===== config.mk =====
export PLATFORM = sky130hd
export DESIGN_NAME = issue_scoreboard_flat
export DESIGN_NICKNAME = d
export VERILOG_FILES = /design/src/rtl/issue_scoreboard_if.sv /design/src/rtl/issue_scoreboard.sv /design/src/flat_wrapper.sv
export SDC_FILE = /design/constraint.sdc
export NUM_CORES = 1
export LEC_CHECK = 0
export ABC_CLOCK_PERIOD_IN_PS = 9600
export CORE_MARGIN = 3
export CORE_UTILIZATION = 51
export CTS_CLUSTER_SIZE = 14
export DETAILED_ROUTE_END_ITERATION = 6
export PLACE_DENSITY = 0.83
export SYNTH_ARGS = -nofsm -noshare
export SYNTH_HDL_FRONTEND = slang
export SYNTH_SLANG_ARGS = --single-unit

===== constraint.sdc =====
create_clock -name clk -period 9.6 [get_ports clk]
set_clock_uncertainty 0.15 [all_clocks]
set_input_delay 2.88 -clock clk [delete_from_list [all_inputs] [get_ports clk]]
set_output_delay 2.88 -clock clk [all_outputs]
set_load 0.1 [all_outputs]

===== src/rtl/issue_scoreboard_if.sv =====
// Decode-to-issue handshake between the decoder and the issue scoreboard.
interface issue_scoreboard_if #(
    parameter int RIDX = 3
);
    logic            dec_valid;
    logic [RIDX-1:0] dec_rs_idx;
    logic            dec_rs_use;
    logic [RIDX-1:0] dec_rt_idx;
    logic            dec_rt_use;
    logic [RIDX-1:0] dec_wr_idx;
    logic            dec_wr_en;
    logic            dec_is_load;
    logic            dec_is_ctrl;
    logic            dec_is_halt;
    logic            issue;
    logic            stall;
    logic            inject_nop;
    logic            halted;
    logic [15:0]     stall_cycles;

    modport master (
        output dec_valid, dec_rs_idx, dec_rs_use, dec_rt_idx, dec_rt_use,
               dec_wr_idx, dec_wr_en, dec_is_load, dec_is_ctrl, dec_is_halt,
        input  issue, stall, inject_nop, halted, stall_cycles
    );

    modport slave (
        input  dec_valid, dec_rs_idx, dec_rs_use, dec_rt_idx, dec_rt_use,
               dec_wr_idx, dec_wr_en, dec_is_load, dec_is_ctrl, dec_is_halt,
        output issue, stall, inject_nop, halted, stall_cycles
    );
endinterface


===== src/rtl/issue_scoreboard.sv =====
// Issue scoreboard: per-register countdown of pending writes, optional
// forwarding thresholds, control shadow and HALT latch. Decides each cycle
// whether the decoded instruction issues or a NOP bubble is injected.
module issue_scoreboard #(
    parameter int NREG        = 8,
    parameter int RIDX        = 3,
    parameter int WB_LAT      = 3,
    parameter int CTRL_SHADOW = 4,
    parameter int FWD_EN      = 0
) (
    input  logic               clk,
    input  logic               rst,
    issue_scoreboard_if.slave  bus
);
    localparam int CW = $clog2(WB_LAT + 1);
    localparam logic [CW-1:0] LAT = CW'(WB_LAT);
    localparam logic [3:0] SHADOW_LEN = 4'(CTRL_SHADOW);

    logic [CW-1:0]   cnt [NREG];
    logic [NREG-1:0] ld;
    logic [3:0]      shadow;
    logic            haltedQ;
    logic [15:0]     stallCnt;

    logic [CW-1:0]   thrRs;
    logic [CW-1:0]   thrRt;
    logic            raw;
    logic            block;
    logic            doIssue;
    logic            doStall;

    // With forwarding a result is usable once it leaves execute (ALU) or
    // memory (load); without it only after writeback.
    function automatic logic [CW-1:0] threshold(input logic isLoad);
        if (FWD_EN == 0)
            return '0;
        else if (isLoad)
            return LAT - CW'(1);
        else
            return LAT;
    endfunction

    // Hazard detection against pre-update counters and issue/stall decision.
    always_comb begin
        thrRs   = threshold(ld[bus.dec_rs_idx]);
        thrRt   = threshold(ld[bus.dec_rt_idx]);
        raw     = (bus.dec_rs_use && (cnt[bus.dec_rs_idx] > thrRs)) ||
                  (bus.dec_rt_use && (cnt[bus.dec_rt_idx] > thrRt));
        block   = haltedQ || (shadow != '0) || raw;
        doIssue = bus.dec_valid && !block;
        doStall = bus.dec_valid && block;
    end

    assign bus.issue        = doIssue;
    assign bus.stall        = doStall;
    assign bus.inject_nop   = !doIssue;
    assign bus.halted       = haltedQ;
    assign bus.stall_cycles = stallCnt;

    // Pending-write counters: a new producer reloads its destination,
    // taking priority over the decrement (covers WAW).
    always_ff @(posedge clk or negedge rst) begin
        if (!rst) begin
            for (int unsigned r = 0; r < NREG; r++) cnt[r] <= '0;
            ld <= '0;
        end else begin
            for (int unsigned r = 0; r < NREG; r++) begin
                if (doIssue && bus.dec_wr_en && (bus.dec_wr_idx == RIDX'(r))) begin
                    cnt[r] <= LAT;
                    ld[r]  <= bus.dec_is_load;
                end else if (cnt[r] != '0) begin
                    cnt[r] <= cnt[r] - CW'(1);
                end
            end
        end
    end

    // Control shadow countdown, HALT latch and saturating stall counter.
    always_ff @(posedge clk or negedge rst) begin
        if (!rst) begin
            shadow   <= '0;
            haltedQ  <= 1'b0;
            stallCnt <= '0;
        end else begin
            if (doIssue && bus.dec_is_ctrl)
                shadow <= SHADOW_LEN;
            else if (shadow != '0)
                shadow <= shadow - 4'd1;
            if (doIssue && bus.dec_is_halt)
                haltedQ <= 1'b1;
            if (doStall && !haltedQ && (stallCnt != '1))
                stallCnt <= stallCnt + 16'd1;
        end
    end
endmodule


===== src/flat_wrapper.sv =====
// flat-port wrapper written by rule: the top's interface ports become plain ports
module issue_scoreboard_flat 
#(
    parameter int NREG        = 8,
    parameter int RIDX        = 3,
    parameter int WB_LAT      = 3,
    parameter int CTRL_SHADOW = 4,
    parameter int FWD_EN      = 0
)
  (clk, rst, bus_dec_valid, bus_dec_rs_idx, bus_dec_rs_use, bus_dec_rt_idx, bus_dec_rt_use, bus_dec_wr_idx, bus_dec_wr_en, bus_dec_is_load, bus_dec_is_ctrl, bus_dec_is_halt, bus_issue, bus_stall, bus_inject_nop, bus_halted, bus_stall_cycles);
  issue_scoreboard_if #(.RIDX(RIDX)) bus_i ();
  input  logic clk;
  input  logic rst;
  input wire logic [$bits(bus_i.dec_valid)-1:0] bus_dec_valid;
  input wire logic [$bits(bus_i.dec_rs_idx)-1:0] bus_dec_rs_idx;
  input wire logic [$bits(bus_i.dec_rs_use)-1:0] bus_dec_rs_use;
  input wire logic [$bits(bus_i.dec_rt_idx)-1:0] bus_dec_rt_idx;
  input wire logic [$bits(bus_i.dec_rt_use)-1:0] bus_dec_rt_use;
  input wire logic [$bits(bus_i.dec_wr_idx)-1:0] bus_dec_wr_idx;
  input wire logic [$bits(bus_i.dec_wr_en)-1:0] bus_dec_wr_en;
  input wire logic [$bits(bus_i.dec_is_load)-1:0] bus_dec_is_load;
  input wire logic [$bits(bus_i.dec_is_ctrl)-1:0] bus_dec_is_ctrl;
  input wire logic [$bits(bus_i.dec_is_halt)-1:0] bus_dec_is_halt;
  output wire logic [$bits(bus_i.issue)-1:0] bus_issue;
  output wire logic [$bits(bus_i.stall)-1:0] bus_stall;
  output wire logic [$bits(bus_i.inject_nop)-1:0] bus_inject_nop;
  output wire logic [$bits(bus_i.halted)-1:0] bus_halted;
  output wire logic [$bits(bus_i.stall_cycles)-1:0] bus_stall_cycles;
  assign bus_i.dec_valid = bus_dec_valid;
  assign bus_i.dec_rs_idx = bus_dec_rs_idx;
  assign bus_i.dec_rs_use = bus_dec_rs_use;
  assign bus_i.dec_rt_idx = bus_dec_rt_idx;
  assign bus_i.dec_rt_use = bus_dec_rt_use;
  assign bus_i.dec_wr_idx = bus_dec_wr_idx;
  assign bus_i.dec_wr_en = bus_dec_wr_en;
  assign bus_i.dec_is_load = bus_dec_is_load;
  assign bus_i.dec_is_ctrl = bus_dec_is_ctrl;
  assign bus_i.dec_is_halt = bus_dec_is_halt;
  assign bus_issue = bus_i.issue;
  assign bus_stall = bus_i.stall;
  assign bus_inject_nop = bus_i.inject_nop;
  assign bus_halted = bus_i.halted;
  assign bus_stall_cycles = bus_i.stall_cycles;
  issue_scoreboard #(.NREG(NREG), .RIDX(RIDX), .WB_LAT(WB_LAT), .CTRL_SHADOW(CTRL_SHADOW), .FWD_EN(FWD_EN)) u_core (.clk(clk), .rst(rst), .bus(bus_i));
endmodule

==> metrics.cfg, run 1 <==
[outcome]
outcome = completed

[floorplan]
ios = 38
die-area_um2 = 5230
fp.dieH_um = 72.3
core-area_um2 = 4120
die_width_um = 72.3
start_util_pct = 54.5
core.rowCount = 23

[clock_network]
clk_path_buf_depth = 2
clk_latency_ns = 0.29
hold_buffers = 0
cts_made_buffers = 5
cts_num_sinks = 37
cts_resized = 0
cts_tree = done
ctsRootBufferMaster = clkbuf_8
path_clk_slew_ns = 0.07
cts-htree-levels = 2
postCtsSetupBuffers = 0

[synthesis]
yosysSeqAreaShare_pct = 41.3
ys.flop_type = dfrtp_1
synth_area_um2 = 2240
yosys.area_share.simple_pct = 19.6
syn_inst = 208
synth-compound-area-share_pct = 11.1
synth-xor-area-share_pct = 7.81
synth.ff_latch_count = 37
synth.distinct_cells = 47
synth.area.mux_share_pct = 8.37
synthAdderAreaFrac_pct = 6.13
avgSynthCellArea_um2 = 10.8
synth_edf_count = 0
yosys_warnings = 0
synth.net_count = 237
synth-async-reset-ratio_pct = 100
synth_top_family_by_area = simple AND/OR/NAND/NOR gates

[setup_path]
crit_path_end = bus_inject_nop
critPathLaunchType = input pin
cp.depth = 8
crit_path_max_incr_delay_ns = 0.58
worstSetupEndpointType = output pin
worst_ep_required_time_ns = 6.57
timing.rr.start = u_core.shadow[0]$_DFFE_PN0P_
crit_top_cell = buf_4
crit_fanout = 12
crit_buf_inv = 4
cp.arrival_ns = 4.99
cp_slowest_cell = mux4_1
critPathLaunch = bus_dec_rt_idx[2]
worstSetupPathType = in2out
r2r-end = u_core.cnt[7]$_DFFE_PN0P_
path_cells = clkdlybuf4s50_1, mux4_1, o21ai_2, nor3_2, buf_4, and2_0, inv_1, buf_4
rr_worst_depth = 9
rrSetupSlack_ns = 7.16
crit_family = buffers and inverters

[routing]
firstDrtPassIters = 6
wirelength_mm = 4.57
routed-via-count = 1682
drt_iter0_markers = 114
viasPerCell = 5.61
post_drt_wl_per_cell_um = 15.2
route.detailed.drc = 0
postRouteAntennaNets = 0

[global_routing]
grt_pass1_vias = 1647
antenna_found_initial = 0
grt_max_degree = 38
grt_pass1_wl_mm = 7.60
grt_overflow = 0
grt_usage_pct = 18.9

[sta]
setup_viol = 0
finalMaxSlewViolations = 0
max_slew_margin_pct = 34.8
period_share_pct = 83.5
rsz0062_at_grt = no
period_minus_slack_ns = 8.02
tightest_slew_ns = 0.975
finalHoldViolCount = 0
setup_tns_ns = 0
timing.fmax_ghz = 0.125

[cells_and_area]
drive_gt1_share_pct = 15.6
fin_util_pct = 66.9
finalNetCount = 278
final_common_cell = dfrtp_1
antennaDiodeCount = 0
area_delta_synth_final_pct = 22.7
fillers = 325
layout_common_cells = dfrtp_1, clkdlybuf4s50_1, inv_1, nor2_1, xor2_1

[worst_hold_path]
hp-start = u_core.bus.stall_cycles[9]$_DFFE_PN0P_
hold_path.class = reg2reg

[placed_design]
dpl.hpwl_mm = 3.25
gp_congestion = 0.830
port_buffers = 36

[power]
p_leak_nw = 1.26
irDropWorstVdd_uv = 164
p_per_area_nw_per_um2 = 313

[job]
maxCapViolCount = 0

-- power breakdown --
group | total (mW) | switching (mW) | leakage, nW | internal [mW]
clock network | 0.142 | 0.0575 | 0.0585 | 0.0847
logic | 0.449 | 0.266 | 0.749 | 0.183
registers | 0.271 | 0.0531 | 0.456 | 0.218
total | 0.863 | 0.376 | 1.26 | 0.486
-- state kept, by name, summed over array words and instances, names as in the netlist --
name / cells
u_core.bus.halted: 1
u_core.bus.stall_cycles: 16
u_core.cnt: 16
u_core.shadow: 4
-- stage by stage --
stage | power, mW | setup slack, ns | cells | hold slack, ns | area, um2
2_1_floorplan | 0.624 | 1.21 | 208 | 0.316 | 2240
3_5_place_dp | 0.721 | 1.57 | 292 | 0.336 | 2640
3_3_place_gp | 0.699 | 1.60 | 292 | 0.330 | 2640
6_report | 0.863 | 1.58 | 300 | 0.342 | 2750
5_1_grt | 0.923 | 1.50 | 300 | 0.378 | 2750
4_1_cts | 0.871 | 1.56 | 300 | 0.349 | 2750
-- layout make-up --
| cell class | count | area [um2] | area share, % |
|---|---|---|---|
| clock inverter | 1 | 30.0 | 1.09 |
| multi-input combinational | 144 | 1190 | 43.2 |
| tap | 50 | 62.6 | 2.27 |
| timing repair buffer | 39 | 375 | 13.6 |
| inverter | 22 | 82.6 | 3.00 |
| clock buffer | 7 | 86.3 | 3.14 |
| sequential | 37 | 926 | 33.6 |
-- per-layer routing --
metal / global-route usage [%] / routed length, um
met5: 0 / 0
met4: 7.52 / 93
met3: 4.57 / 146
met2: 32.1 / 2340
met1: 23.0 / 2000
-- synthesized netlist by cell type, types with 2 or more instances --
cell,count,share of area [%]
dfrtp_1,37,41
inv_1,22,3.7
nor2_1,18,3.0
xor2_1,16,6.2
nand2_1,13,2.2
ha_1,11,6.1
nand4_1,9,2.5
a21oi_1,6,1.3
nor3_1,6,1.3
o21ai_0,6,1.3
mux2_2,5,2.5
nand3_1,4,0.89
xnor2_1,4,1.6
mux4_1,3,3.5
o41ai_1,3,1.2
and2b_2,2,0.78
and3_1,2,0.56
buf_6,2,1.0
clkbuf_1,2,0.33
mux2_4,2,1.3
nand2b_1,2,0.56
nor3_2,2,0.89
nor4b_4,2,2.1
o221ai_1,2,0.78
o31ai_1,2,0.67
o41ai_2,2,1.5
or2b_2,2,0.78
or3_1,2,0.56
-- logic make-up after synthesis --
group	count (synthesis)
xor gates and xnor gates	20
and+or+nand+nor	72
muxes	11
AOI/OAI and AO/OA	30
buffers and inverters	27
DFF	37
adders and majority gates	11
-- how the worst min path moves through the flow --
stage	to	slack (ns)	cells after the start
after detailed placement	u_core.bus.stall_cycles[9]$_DFFE_PN0P_	0.34	1
final	u_core.bus.stall_cycles[9]$_DFFE_PN0P_	0.34	1
after floorplan	u_core.shadow[3]$_DFFE_PN0P_	0.32	1
after global placement	u_core.shadow[3]$_DFFE_PN0P_	0.33	1
after global routing	u_core.bus.stall_cycles[15]$_DFFE_PN0P_	0.38	1
after CTS	u_core.bus.stall_cycles[9]$_DFFE_PN0P_	0.35	1
Power figures use the tool's default switching activity.
==> inputs of run 2 (changes only) <==
--- a/config.mk
+++ b/config.mk
@@ -5,7 +5,7 @@
 export SDC_FILE = /design/constraint.sdc
 export NUM_CORES = 1
 export LEC_CHECK = 0
-export ABC_CLOCK_PERIOD_IN_PS = 9600
+export ABC_CLOCK_PERIOD_IN_PS = 8000
 export CORE_MARGIN = 3
 export CORE_UTILIZATION = 51
 export CTS_CLUSTER_SIZE = 14
==> constraint.sdc (replaced) <==
create_clock -name clk -period 8 [get_ports clk]
set_clock_uncertainty 0.15 [all_clocks]
set_input_delay 2.4 -clock clk [delete_from_list [all_inputs] [get_ports clk]]
set_output_delay 2.4 -clock clk [all_outputs]
set_load 0.1 [all_outputs]
==> run 2 against run 1 <==
Via count is 2.1% lower; critical endpoint unchanged; count of clock-buffer cells in the layout stayed put; core utilization is 0.30 points lower.
==> metrics.cfg, run 2 (same netlist as run 1, synthesis figures left out) <==
[global_routing]
antenna_found_initial = 0
grt_usage_pct = 18.5
grt_overflow = 0
grt_pass1_wl_mm = 7.51
grt_max_degree = 38
grt_pass1_vias = 1697

[sta]
setup_tns_ns = 0
finalHoldViolCount = 0
period_minus_slack_ns = 7.46
max_slew_margin_pct = 27.5
timing.fmax_ghz = 0.134
rsz0062_at_grt = no
tightest_slew_ns = 1.08
setup_viol = 0
holdWs_ns = 0.343
period_share_pct = 93.3
finalMaxSlewViolations = 0

[clock_network]
hold_buffers = 0
cts_made_buffers = 5
cts_tree = done
cts-htree-levels = 2
path_clk_slew_ns = 0.07
clk_latency_ns = 0.29
cts_num_sinks = 37
ctsRootBufferMaster = clkbuf_8
postCtsSetupBuffers = 0
clk_path_buf_depth = 2
cts_resized = 0

[floorplan]
die_width_um = 72.3
core.rowCount = 23
core-area_um2 = 4120
fp.dieH_um = 72.3
die-area_um2 = 5230
ios = 38
start_util_pct = 54.5

[placed_design]
gp_congestion = 0.842
port_buffers = 36
dpl.hpwl_mm = 3.32

[routing]
firstDrtPassIters = 4
routed-via-count = 1647
wirelength_mm = 4.40
post_drt_wl_per_cell_um = 14.8
drt_iter0_markers = 105
route.detailed.drc = 0
viasPerCell = 5.53
postRouteAntennaNets = 0

[setup_path]
rrSetupSlack_ns = 5.00
crit_fanout = 12
worst_ep_required_time_ns = 5.45
cp.arrival_ns = 4.91
worstSetupEndpointType = output pin
critPathLaunchType = input pin
worstSetupPathType = in2out

[cells_and_area]
layout_common_cells = dfrtp_1, clkdlybuf4s50_1, inv_1, nor2_1, xor2_1
drive_gt1_share_pct = 14.9
antennaDiodeCount = 0
area_delta_synth_final_pct = 22.1
fin_util_pct = 66.6
finalNetCount = 277
final_common_cell = dfrtp_1

[worst_hold_path]
hold_path.class = reg2reg

[power]
p_per_area_nw_per_um2 = 363
comb_power_share_pct = 54.2
clock_power_share_pct = 13.3
sw_frac_of_total_pct = 44.7
p_leak_nw = 1.25
p_total_mw = 0.996
p_int_mw = 0.551
irDropWorstVdd_uv = 235
p_seq_share_pct = 32.5
p_sw_mw = 0.445

[outcome]
outcome = completed

[job]
maxCapViolCount = 0

-- run 2: critical path: stages --
cell	delay [ns]
clkdlybuf4s50_1	0.45
mux4_1	0.37
o22ai_2	0.08
nor3_2	0.88
and2_0	0.43
inv_1	0.07
buf_4	0.24
-- run 2: metrics by stage --
step                area [um2]  setup slack (ns)  cells
floorplan                 2240             0.566    208
global placement          2650             0.517    291
detailed placement        2650             0.508    291
finish                    2740             0.536    298
CTS                       2740             0.507    298
global route              2740             0.354    298
-- run 2: path summary, 6_finish.rpt --
kind,start,endpoint,depth (start not counted)
setup / recovery,bus_dec_rt_idx[2],bus_inject_nop,7
hold / removal,u_core.bus.stall_cycles[5]$_DFFE_PN0P_,u_core.bus.stall_cycles[5]$_DFFE_PN0P_,1
setup reg to reg,u_core.shadow[0]$_DFFE_PN0P_,u_core.cnt[6]$_DFFE_PN0P_,8
hold reg to reg,u_core.bus.stall_cycles[5]$_DFFE_PN0P_,u_core.bus.stall_cycles[5]$_DFFE_PN0P_,1
max in group asynchronous,rst,u_core.cnt[10]$_DFFE_PN0P_,2
min in group asynchronous,rst,u_core.bus.stall_cycles[13]$_DFFE_PN0P_,2
-- run 2: layout make-up --
type / instances / area [um2]
flip-flops and latches: 37 / 926
well taps: 50 / 62.6
repair buffers: 38 / 393
inverters: 22 / 82.6
clock buffers: 7 / 86.3
fillers: 320 / 1380
multi-input cells: 144 / 1190
-- run 2: power groups by stage --
| stage | registers, mW | clock network [mW] | logic (mW) |
|---|---|---|---|
| floorplan | 0.434 | 0 | 0.315 |
| global placement | 0.322 | 0 | 0.520 |
| detailed placement | 0.325 | 0 | 0.543 |
| CTS | 0.323 | 0.135 | 0.546 |
| global route | 0.332 | 0.145 | 0.599 |
| finish | 0.324 | 0.132 | 0.540 |
-- run 2: per-layer routing --
metal / vias to the layer above / wire, um / track usage [%]
met5: - / 0 / 0
met4: 0 / 27 / 4.80
met3: 4 / 220 / 5.40
met2: 38 / 2200 / 30.5
met1: 790 / 1960 / 23.7
li1: 815 / - / -
